<file path="config.mk">
export PLATFORM = sky130hd
export DESIGN_NAME = pipeline_hazard_ctrl
export DESIGN_NICKNAME = d
export VERILOG_FILES = /design/src/rtl/pipeline_hazard_ctrl_pkg.sv /design/src/rtl/pipeline_hazard_ctrl_sat_counter.sv /design/src/rtl/pipeline_hazard_ctrl.sv
export SDC_FILE = /design/constraint.sdc
export NUM_CORES = 1
export LEC_CHECK = 0
export CORE_UTILIZATION = 49
export CTS_CLUSTER_DIAMETER = 50
export DETAILED_ROUTE_END_ITERATION = 8
export PLACE_DENSITY = 0.8
export SLEW_MARGIN = 20
export SYNTH_ARGS = -nofsm -noshare
export SYNTH_HDL_FRONTEND = slang
export SYNTH_HIERARCHICAL = 1
export SYNTH_SLANG_ARGS = --single-unit
</file>
<file path="constraint.sdc">
create_clock -name clk -period 3 [get_ports clk]
set_clock_uncertainty 0.15 [all_clocks]
set_input_delay 0.6 -clock clk [delete_from_list [all_inputs] [get_ports clk]]
set_output_delay 0.6 -clock clk [all_outputs]
set_load 0.05 [all_outputs]
</file>
<file path="src/rtl/pipeline_hazard_ctrl_pkg.sv">
// ----------------------------------------------------------------------------
// cpu_ctrl_pkg
//   Shared types and constants for the pipeline sequencing controller.
//   ctrl_state_t    : controller FSM states (RUN, MEM_WAIT, HALT)
//   XZR             : register index hardwired to zero
//   DEFAULT_TIMEOUT : default number of MEM_WAIT cycles before halting
// ----------------------------------------------------------------------------
package cpu_ctrl_pkg;

    typedef enum logic [1:0] {
        RUN      = 2'd0,
        MEM_WAIT = 2'd1,
        HALT     = 2'd2
    } ctrl_state_t;

    localparam logic [4:0]  XZR             = 5'd31;
    localparam int unsigned DEFAULT_TIMEOUT = 16;

    // Load-use check: a load in EX writes a register the ID instruction reads.
    // The zero register is never a real producer, so it never creates a hazard.
    function automatic logic load_use_hazard(
        input logic       ex_mem_read,
        input logic [4:0] ex_rd,
        input logic [4:0] id_rn,
        input logic [4:0] id_rm,
        input logic       id_uses_rm,
        input logic [4:0] zero_reg
    );
        return ex_mem_read && (ex_rd != zero_reg) &&
               ((ex_rd == id_rn) || (id_uses_rm && (ex_rd == id_rm)));
    endfunction

endpackage

</file>
<file path="src/rtl/pipeline_hazard_ctrl_sat_counter.sv">
// ----------------------------------------------------------------------------
// sat_counter
//   Saturating up-counter used for performance statistics.
//   clk   : clock, rising edge
//   reset : asynchronous, active-low; clears count
//   inc   : increment request for this cycle
//   count : current value, holds at all-ones
// ----------------------------------------------------------------------------
module sat_counter #(
    parameter int unsigned W = 32
) (
    input  logic         clk,
    input  logic         reset,
    input  logic         inc,
    output logic [W-1:0] count
);

    always_ff @(posedge clk or negedge reset) begin
        if (!reset) begin
            count <= '0;
        end else if (inc && (count != '1)) begin
            count <= count + 1'b1;
        end
    end

endmodule

</file>
<file path="src/rtl/pipeline_hazard_ctrl.sv">
// ----------------------------------------------------------------------------
// pipeline_hazard_ctrl
//   Central sequencing controller for the IF/ID, ID/EX, EX/MEM, MEM/WB
//   pipeline registers and the PC. Handles load-use bubbles, taken-branch
//   flushes, data-memory freezes and a memory-timeout halt.
//
//   Inputs : clk, reset (async, active-low), id_rn, id_rm, id_uses_rm,
//            ex_rd, ex_mem_read, br_taken, mem_req, dmem_ready
//   Outputs: pc_en, ifid_en, ifid_flush, idex_en, idex_bubble, exmem_en,
//            memwb_en, memwb_bubble  (combinational from state + inputs)
//            mem_err (sticky), halted, stall_cnt, flush_cnt (saturating)
// ----------------------------------------------------------------------------
module pipeline_hazard_ctrl
    import cpu_ctrl_pkg::*;
#(
    parameter int unsigned TIMEOUT  = DEFAULT_TIMEOUT,
    parameter int unsigned CNT_W    = 32,
    parameter logic [4:0]  ZERO_REG = XZR
) (
    input  logic             clk,
    input  logic             reset,
    input  logic [4:0]       id_rn,
    input  logic [4:0]       id_rm,
    input  logic             id_uses_rm,
    input  logic [4:0]       ex_rd,
    input  logic             ex_mem_read,
    input  logic             br_taken,
    input  logic             mem_req,
    input  logic             dmem_ready,
    output logic             pc_en,
    output logic             ifid_en,
    output logic             ifid_flush,
    output logic             idex_en,
    output logic             idex_bubble,
    output logic             exmem_en,
    output logic             memwb_en,
    output logic             memwb_bubble,
    output logic             mem_err,
    output logic             halted,
    output logic [CNT_W-1:0] stall_cnt,
    output logic [CNT_W-1:0] flush_cnt
);

    localparam int unsigned WW = $clog2(TIMEOUT + 1);
    localparam logic [WW-1:0] WAIT_LAST = WW'(TIMEOUT - 1);

    ctrl_state_t   state;
    logic [WW-1:0] wait_cnt;
    logic          lu;
    logic          memstall;

    assign lu       = load_use_hazard(ex_mem_read, ex_rd, id_rn, id_rm,
                                      id_uses_rm, ZERO_REG);
    assign memstall = mem_req & ~dmem_ready;

    // ------------------------------------------------------------------
    // Pipeline-register controls. A MEM_WAIT cycle whose access completes
    // is resolved with the same priority as RUN (load-use over branch).
    // Everything is forced low while reset is asserted.
    // ------------------------------------------------------------------
    always_comb begin
        pc_en        = 1'b0;
        ifid_en      = 1'b0;
        ifid_flush   = 1'b0;
        idex_en      = 1'b0;
        idex_bubble  = 1'b0;
        exmem_en     = 1'b0;
        memwb_en     = 1'b0;
        memwb_bubble = 1'b0;
        halted       = 1'b0;

        if (reset) begin
            unique case (state)
                RUN, MEM_WAIT: begin
                    if ((state == RUN) ? memstall : !dmem_ready) begin
                        // Freeze upstream; WB takes a bubble so the retiring
                        // instruction is not written back twice.
                        memwb_en     = 1'b1;
                        memwb_bubble = 1'b1;
                    end else begin
                        pc_en    = 1'b1;
                        ifid_en  = 1'b1;
                        idex_en  = 1'b1;
                        exmem_en = 1'b1;
                        memwb_en = 1'b1;
                        if (lu) begin
                            // The branch decision in ID may depend on the
                            // loaded value, so it is re-resolved next cycle.
                            pc_en       = 1'b0;
                            ifid_en     = 1'b0;
                            idex_bubble = 1'b1;
                        end else if (br_taken) begin
                            ifid_flush = 1'b1;
                        end
                    end
                end
                HALT: begin
                    halted = 1'b1;
                end
                default: begin
                    halted = 1'b0;
                end
            endcase
        end
    end

    // ------------------------------------------------------------------
    // State, wait counter and sticky error.
    // wait_cnt counts stalled cycles including the RUN cycle that entered
    // MEM_WAIT, so HALT follows the TIMEOUT-th consecutive stalled cycle.
    // ------------------------------------------------------------------
    always_ff @(posedge clk or negedge reset) begin
        if (!reset) begin
            state    <= RUN;
            wait_cnt <= '0;
            mem_err  <= 1'b0;
        end else begin
            unique case (state)
                RUN: begin
                    if (memstall) begin
                        state    <= MEM_WAIT;
                        wait_cnt <= WW'(1);
                    end
                end
                MEM_WAIT: begin
                    if (!dmem_ready) begin
                        wait_cnt <= wait_cnt + 1'b1;
                        if (wait_cnt == WAIT_LAST) begin
                            state   <= HALT;
                            mem_err <= 1'b1;
                        end
                    end else begin
                        state    <= RUN;
                        wait_cnt <= '0;
                    end
                end
                HALT: begin
                    state <= HALT;
                end
                default: begin
                    state <= RUN;
                end
            endcase
        end
    end

    // ------------------------------------------------------------------
    // Performance counters. Reset clears them, so counting ~pc_en is safe
    // even though pc_en is also low while reset is asserted.
    // ------------------------------------------------------------------
    sat_counter #(.W(CNT_W)) u_stall_cnt (
        .clk   (clk),
        .reset (reset),
        .inc   (~pc_en),
        .count (stall_cnt)
    );

    sat_counter #(.W(CNT_W)) u_flush_cnt (
        .clk   (clk),
        .reset (reset),
        .inc   (ifid_flush),
        .count (flush_cnt)
    );

endmodule

</file>
Word-level counts from Yosys, hierarchy flattened
Index checks and enable logic that the tools add are counted.

Bits in registers: 72. Bits of input ports: 22.

Muxes and demuxes: 31. Bitwise logic cells: 3. Eq/ne operators: 10. Reduce and logical (&&, ||, !) cells: 13. $add $sub $neg: 3.

Operator list (number): 32-bit by 1-bit adder with 32-bit output (second input constant) (2); 32-bit != test (second input constant) (2); 1-bit 2-to-1 mux (24); 5-bit equality test (2); 5-bit 2-to-1 mux (2); 5-bit one-hot mux with 2 select lines (1); 2-bit 2-to-1 mux (3); 2-bit one-hot mux with 3 select lines (1); 5-bit by 1-bit adder with 5-bit output (second input constant) (1); 5-bit by 4-bit equality test with 1-bit output (second input constant) (1); 1-bit logical AND (5); 5-bit != test (second input constant) (1); 2-bit AND reduction (2); 3-bit != test (second input constant) (1); 3-bit AND reduction (1); 2-bit by 1-bit equality test with 1-bit output (second input constant) (1); 2-bit equality test (second input constant) (1); 2-bit zero test (1); 2-bit != test (second input constant) (1); 1-bit NOT (2); 2-bit nonzero test (1); 2-bit OR reduction (1); 1-bit AND (1); 1-bit zero test (1); 1-bit logical OR (1).

Longest topological paths before layout
Word-level depth: 10. Depth in mapped cells: 10.

Hierarchy
Netlist, hierarchy kept.

Modules (own cells, without submodules): sat_counter (u_flush_cnt) (cells an instance 151, area an instance 1624.1 µm², sequential area each 800.8 µm², times used 1); sat_counter (u_stall_cnt) (cells an instance 156, area an instance 1610.3 µm², sequential area each 800.8 µm², times used 1); pipeline_hazard_ctrl (cells an instance 65, area an instance 570.5 µm², sequential area each 200.2 µm², times used 1).

Least setup slack after synthesis
No wires, ideal clock.

Kind: input port to flip-flop. Start: input reset. End: register u_flush_cnt.count[29]. Stages on the path: 9. Buffers on the path: 1. Required time: 2.768 ns. Library setup time: 0.082 ns. Path slack: -0.848 ns. Arrival time: 3.616 ns. Cell sequence: nor2b_1 -> o21a_1 -> o211a_1 -> and3_1 -> nor2b_1 -> clkbuf_1 -> nand4_1 -> nor4_2 -> xor2_1.

Word-level cells in the longest chain between the ends: 2.

RTL lines: from (decl) (line pipeline_hazard_ctrl.sv:21) `input logic reset,`; 1-bit 2-to-1 mux (line pipeline_hazard_ctrl.sv:72) `if (reset) begin`; via ifid_flush (line pipeline_hazard_ctrl.sv:32) `output logic ifid_flush,`; 1-bit logical AND (line pipeline_hazard_ctrl_sat_counter.sv:21) `end else if (inc && (count != '1)) begin`; to (signal assigned) (line pipeline_hazard_ctrl_sat_counter.sv:22) `count <= count + 1'b1;`; to (decl) (line pipeline_hazard_ctrl_sat_counter.sv:15) `output logic [W-1:0] count`.

The timed path passes the listed nets, and every way through them passes these cells. A chain may end at the register's enable or synchronous reset.

Final worst setup path
Start: input id_rn[3]. End: register u_flush_cnt.count[29].

Word-level cells in the longest chain between the ends: 8.

RTL lines: from (decl) (line pipeline_hazard_ctrl.sv:22) `input logic [4:0] id_rn,`; 5-bit equality test (line pipeline_hazard_ctrl_pkg.sv:30) `((ex_rd == id_rn) || (id_uses_rm && (ex_rd == id_rm)));`; 1-bit logical OR (line pipeline_hazard_ctrl_pkg.sv:30); 1-bit logical AND (line pipeline_hazard_ctrl_pkg.sv:29) `return ex_mem_read && (ex_rd != zero_reg) &&`; 1-bit 2-to-1 mux (line pipeline_hazard_ctrl.sv:86) `if (lu) begin`; 1-bit 2-to-1 mux (line pipeline_hazard_ctrl.sv:75) `if ((state == RUN) ? memstall : !dmem_ready) begin`; 1-bit 2-to-1 mux (line pipeline_hazard_ctrl.sv:73) `unique case (state)`; 1-bit 2-to-1 mux (line pipeline_hazard_ctrl.sv:72); 1-bit logical AND (line pipeline_hazard_ctrl_sat_counter.sv:21).

Every way passes these cells.

==> metrics.md <==
| Metric | Value |
|---|---|
| Layout cells sized above 1 | `0.1680` |
| EDFF count, synth | `0` |
| CP startpoint kind | `input port` |
| PD cells | `just over 500 mW/mm^2` |
| DRT antenna net count | `0` |
| Syn nets | `around 400` |
| H-tree levels | `3` |
| Sequential fraction of the synthesis area | `0.4735` |
| TritonCTS clock tree | `yes` |
| First drt pass iteration count | `4` |
| Slew @ Worst Pin | `between 0.5 and 0.6 ns` |
| CP endpoint kind | `flip-flop` |
| CP required | `between 3 and 4 ns` |
| Crit Path Category | `input port to flip-flop` |
| Rows | `31` |
| Outcome | `finished, final reports clean` |
| Post-synth cell types | `49` |
| Vias | `~3400` |
| Total track usage | `0.2537` |
| Routability cong. | `just under 0.9` |
| Fin nets | `between 500 and 600` |
| Core area | `~0.0074 sq mm` |
| Wire length of the first global-routing pass | `approximately 16 mm` |
| Top-area cell type share of the netlist area | `0.4735` |
| Worst slack, placed | `-0.4688 ns` |
| Setup_tns | `0 ns` |
| Residual DRC count | `0` |
| Synthesized flop and latch total | `72` |
| Async SR Flop Fraction | `1.000` |
| Fill count | `around 530` |
| Final worst-path cycle share | `0.9672` |
| Mean instance size in the synthesized netlist | `just over 10 sq um` |
| I/O pin total | `between 90 and 100` |
| Final slew viol count | `0` |
| Vias/cell | `around 5.7` |
| Worst slew margin | `0.6422` |
| Cell Area, Placed | `0.005131 sq mm` |
| Most common cell in the netlist | `dfrtp_1` |
| Crit Reg-Reg Startpoint | `u_stall_cnt/count[26]$_DFFE_PN0P_` |
| Num CTS Buffers | `9` |
| Netlist Area Pre-Place | `about 0.0038 sq mm` |
| Clock Pin Slew Worst Setup and Hold Paths | `0.07 ns` |
| Hold Path Class | `input port to async pin` |
| Initial antenna violation count | `0` |
| Post-DR wirelength/cell | `16.25 um` |
| Final Cell Area | `0.005381 sq mm` |
| Worst reg2reg setup slack | `0.49 ns` |
| Gate Count Post-Synth | `~370` |
| Final total power | `~2.7 mW` |
| Commonest cells in the netlist | `dfrtp_1 (72), xnor2_1 (41), nand2_1 (33), nand4_1 (33), nand3_1 (31)` |
| Overflow after GRT | `0` |
| CTS Root Cell | `clkbuf_8` |
| DP HPWL | `~7.3 mm` |
| Endpoints failing hold | `0` |
| FMAX | `between 300 and 400 MHz` |
| Worst-Skew Late Latency | `0.34 ns` |
| I/O Buffers | `95` |
| PnR worst setup slack | `just under 0.1 ns` |
| Initial Util | `0.5163` |
| Endpoints failing setup | `0` |
| Largest net degree at the start of global routing | `39` |
| Ys Warns | `6` |
| Synth area leaders | `dfrtp_1 (47%), xnor2_1 (9.4%), xor2_1 (5.5%)` |
| CTS max path bufs | `2` |
| Worst Path Arrival | `3.01 ns` |
| RSZ-0062 raised after global routing | `yes` |
| Leak | `around 2.3 nW` |
| Max-Cap Viols | `0` |
| Crit-path max FO | `5` |
| Synth area leader | `dfrtp_1` |
| Critical R2R Capture | `u_stall_cnt/count[1]$_DFFE_PN0P_` |
| R2r worst-path depth | `5` |
| DRT iter0 DRCs | `180` |
| Predominant post-synthesis flop cell | `dfrtp_1` |
| WHS | `~0.17 ns` |
| Number of global-route vias before repair | `around 3400` |
| Tmin final | `between 2 and 3 ns` |
| Die area | `0.008122 sq mm` |
| Die height | `90.12 um` |
| CTS Sinks | `72` |
| Total Wirelength | `slightly below 10 mm` |
| Antenna diode count | `0` |
| Peak supply drop | `507.1 uV` |
| Die X-Extent | `between 90 and 100 um` |
| P&R area growth vs syn | `41.43%` |
==> layout make-up <==
cell class	count	area, sq um	share of cell area
repair buffers	120	1215	0.2258
inverters	6	22.52	0.004185
flip-flops and latches	72	1802	0.3348
well taps	99	123.9	0.02302
multi-input cells	288	2043	0.3797
clock buffers	10	127.6	0.02372
clock inverters	4	47.55	0.008835
==> how the worst max path moves through the flow <==
stage / startpoint / to / slack [ns]
final: id_rn[3] / u_flush_cnt/count[29]$_DFFE_PN0P_ / 0.1
after global routing: id_rm[1] / u_stall_cnt/count[30]$_DFFE_PN0P_ / 0.009
after CTS: ex_rd[1] / ifid_flush / 0.003
after detailed placement: ex_rd[2] / u_stall_cnt/count[20]$_DFFE_PN0P_ / -0.47
after global placement: ex_rd[3] / u_stall_cnt/count[20]$_DFFE_PN0P_ / -0.35
after floorplan: ex_rd[3] / u_stall_cnt/count[30]$_DFFE_PN0P_ / -0.03
==> per-stage QoR <==
stage / utilization / instances
after floorplan: - / 372
after global placement: 0.6963 / 583
after detailed placement: 0.6963 / 583
after CTS: 0.7228 / 599
after global routing: 0.7302 / 599
final: 0.7302 / 599
==> routing by layer <==
metal | part of all wire | global-route usage | vias to the layer above
met3 | 0.054 | 0.05499 | 32
li1 | - | - | 1597
met5 | 0 | 0 | -
met2 | 0.49 | 0.4167 | 139
met1 | 0.43 | 0.3201 | 1653
met4 | 0.032 | 0.1169 | 0
==> kinds of logic after synthesis <==
| kind of cell | share of synthesized area |
|---|---|
| compound gates | 0.05327 |
| xor+xnor | 0.1496 |
| fa+ha+maj | 0.01315 |
| buf+inv | 0.01776 |
| flops | 0.4735 |
| mux | 0.01282 |
| simple gates | 0.2798 |
==> worst max-delay path, cell delays in order <==
cell and delay (ns):
clkdlybuf4s50_1 0.48, xor2_1 0.18, nor2_1 0.09, a32oi_2 0.20, buf_4 0.16, o211a_4 0.18, and3_1 0.20, nor2b_1 0.41
nand4_1 0.17, nor4_2 0.18, xor2_1 0.16
==> cell usage in the layout, fill, tap and decap left out, types with 3 or more instances in the layout <==
| master | instances |
|---|---|
| a21oi_1 | 5 |
| and3_1 | 11 |
| and4_1 | 5 |
| buf_12 | 9 |
| buf_4 | 24 |
| clkbuf_2 | 3 |
| clkbuf_8 | 9 |
| clkdlybuf4s50_1 | 74 |
| dfrtp_1 | 72 |
| dlygate4sd2_1 | 4 |
| dlymetal6s2s_1 | 3 |
| ha_1 | 4 |
| inv_1 | 6 |
| nand2_1 | 33 |
| nand3_1 | 31 |
| nand4_1 | 33 |
| nor2_1 | 24 |
| nor3_1 | 11 |
| nor4_1 | 6 |
| o21ai_0 | 9 |
| or4_4 | 4 |
| xnor2_1 | 41 |
| xor2_1 | 19 |
| xor2_2 | 5 |
==> sequential cells by signal (all words and copies together), names as in the netlist <==
register and count:
u_flush_cnt/count 32, u_stall_cnt/count 32, wait_cnt 5, state 2, mem_err 1
==> report_power, final <==
part | switching (mW) | total (mW) | internal, mW
sequential | 0.140 | 1.20 | 1.06
combinational | 0.493 | 0.809 | 0.316
clock | 0.336 | 0.708 | 0.372
total | 0.969 | 2.72 | 1.75
==> repair_timing <==
action,4_1_cts,5_1_grt
pin swaps,7,7
endpoints found under the setup margin,17,14
buffers inserted,2,0
resized for setup,12,18
hold buffers,0,0
Power figures use the tool's default switching activity.
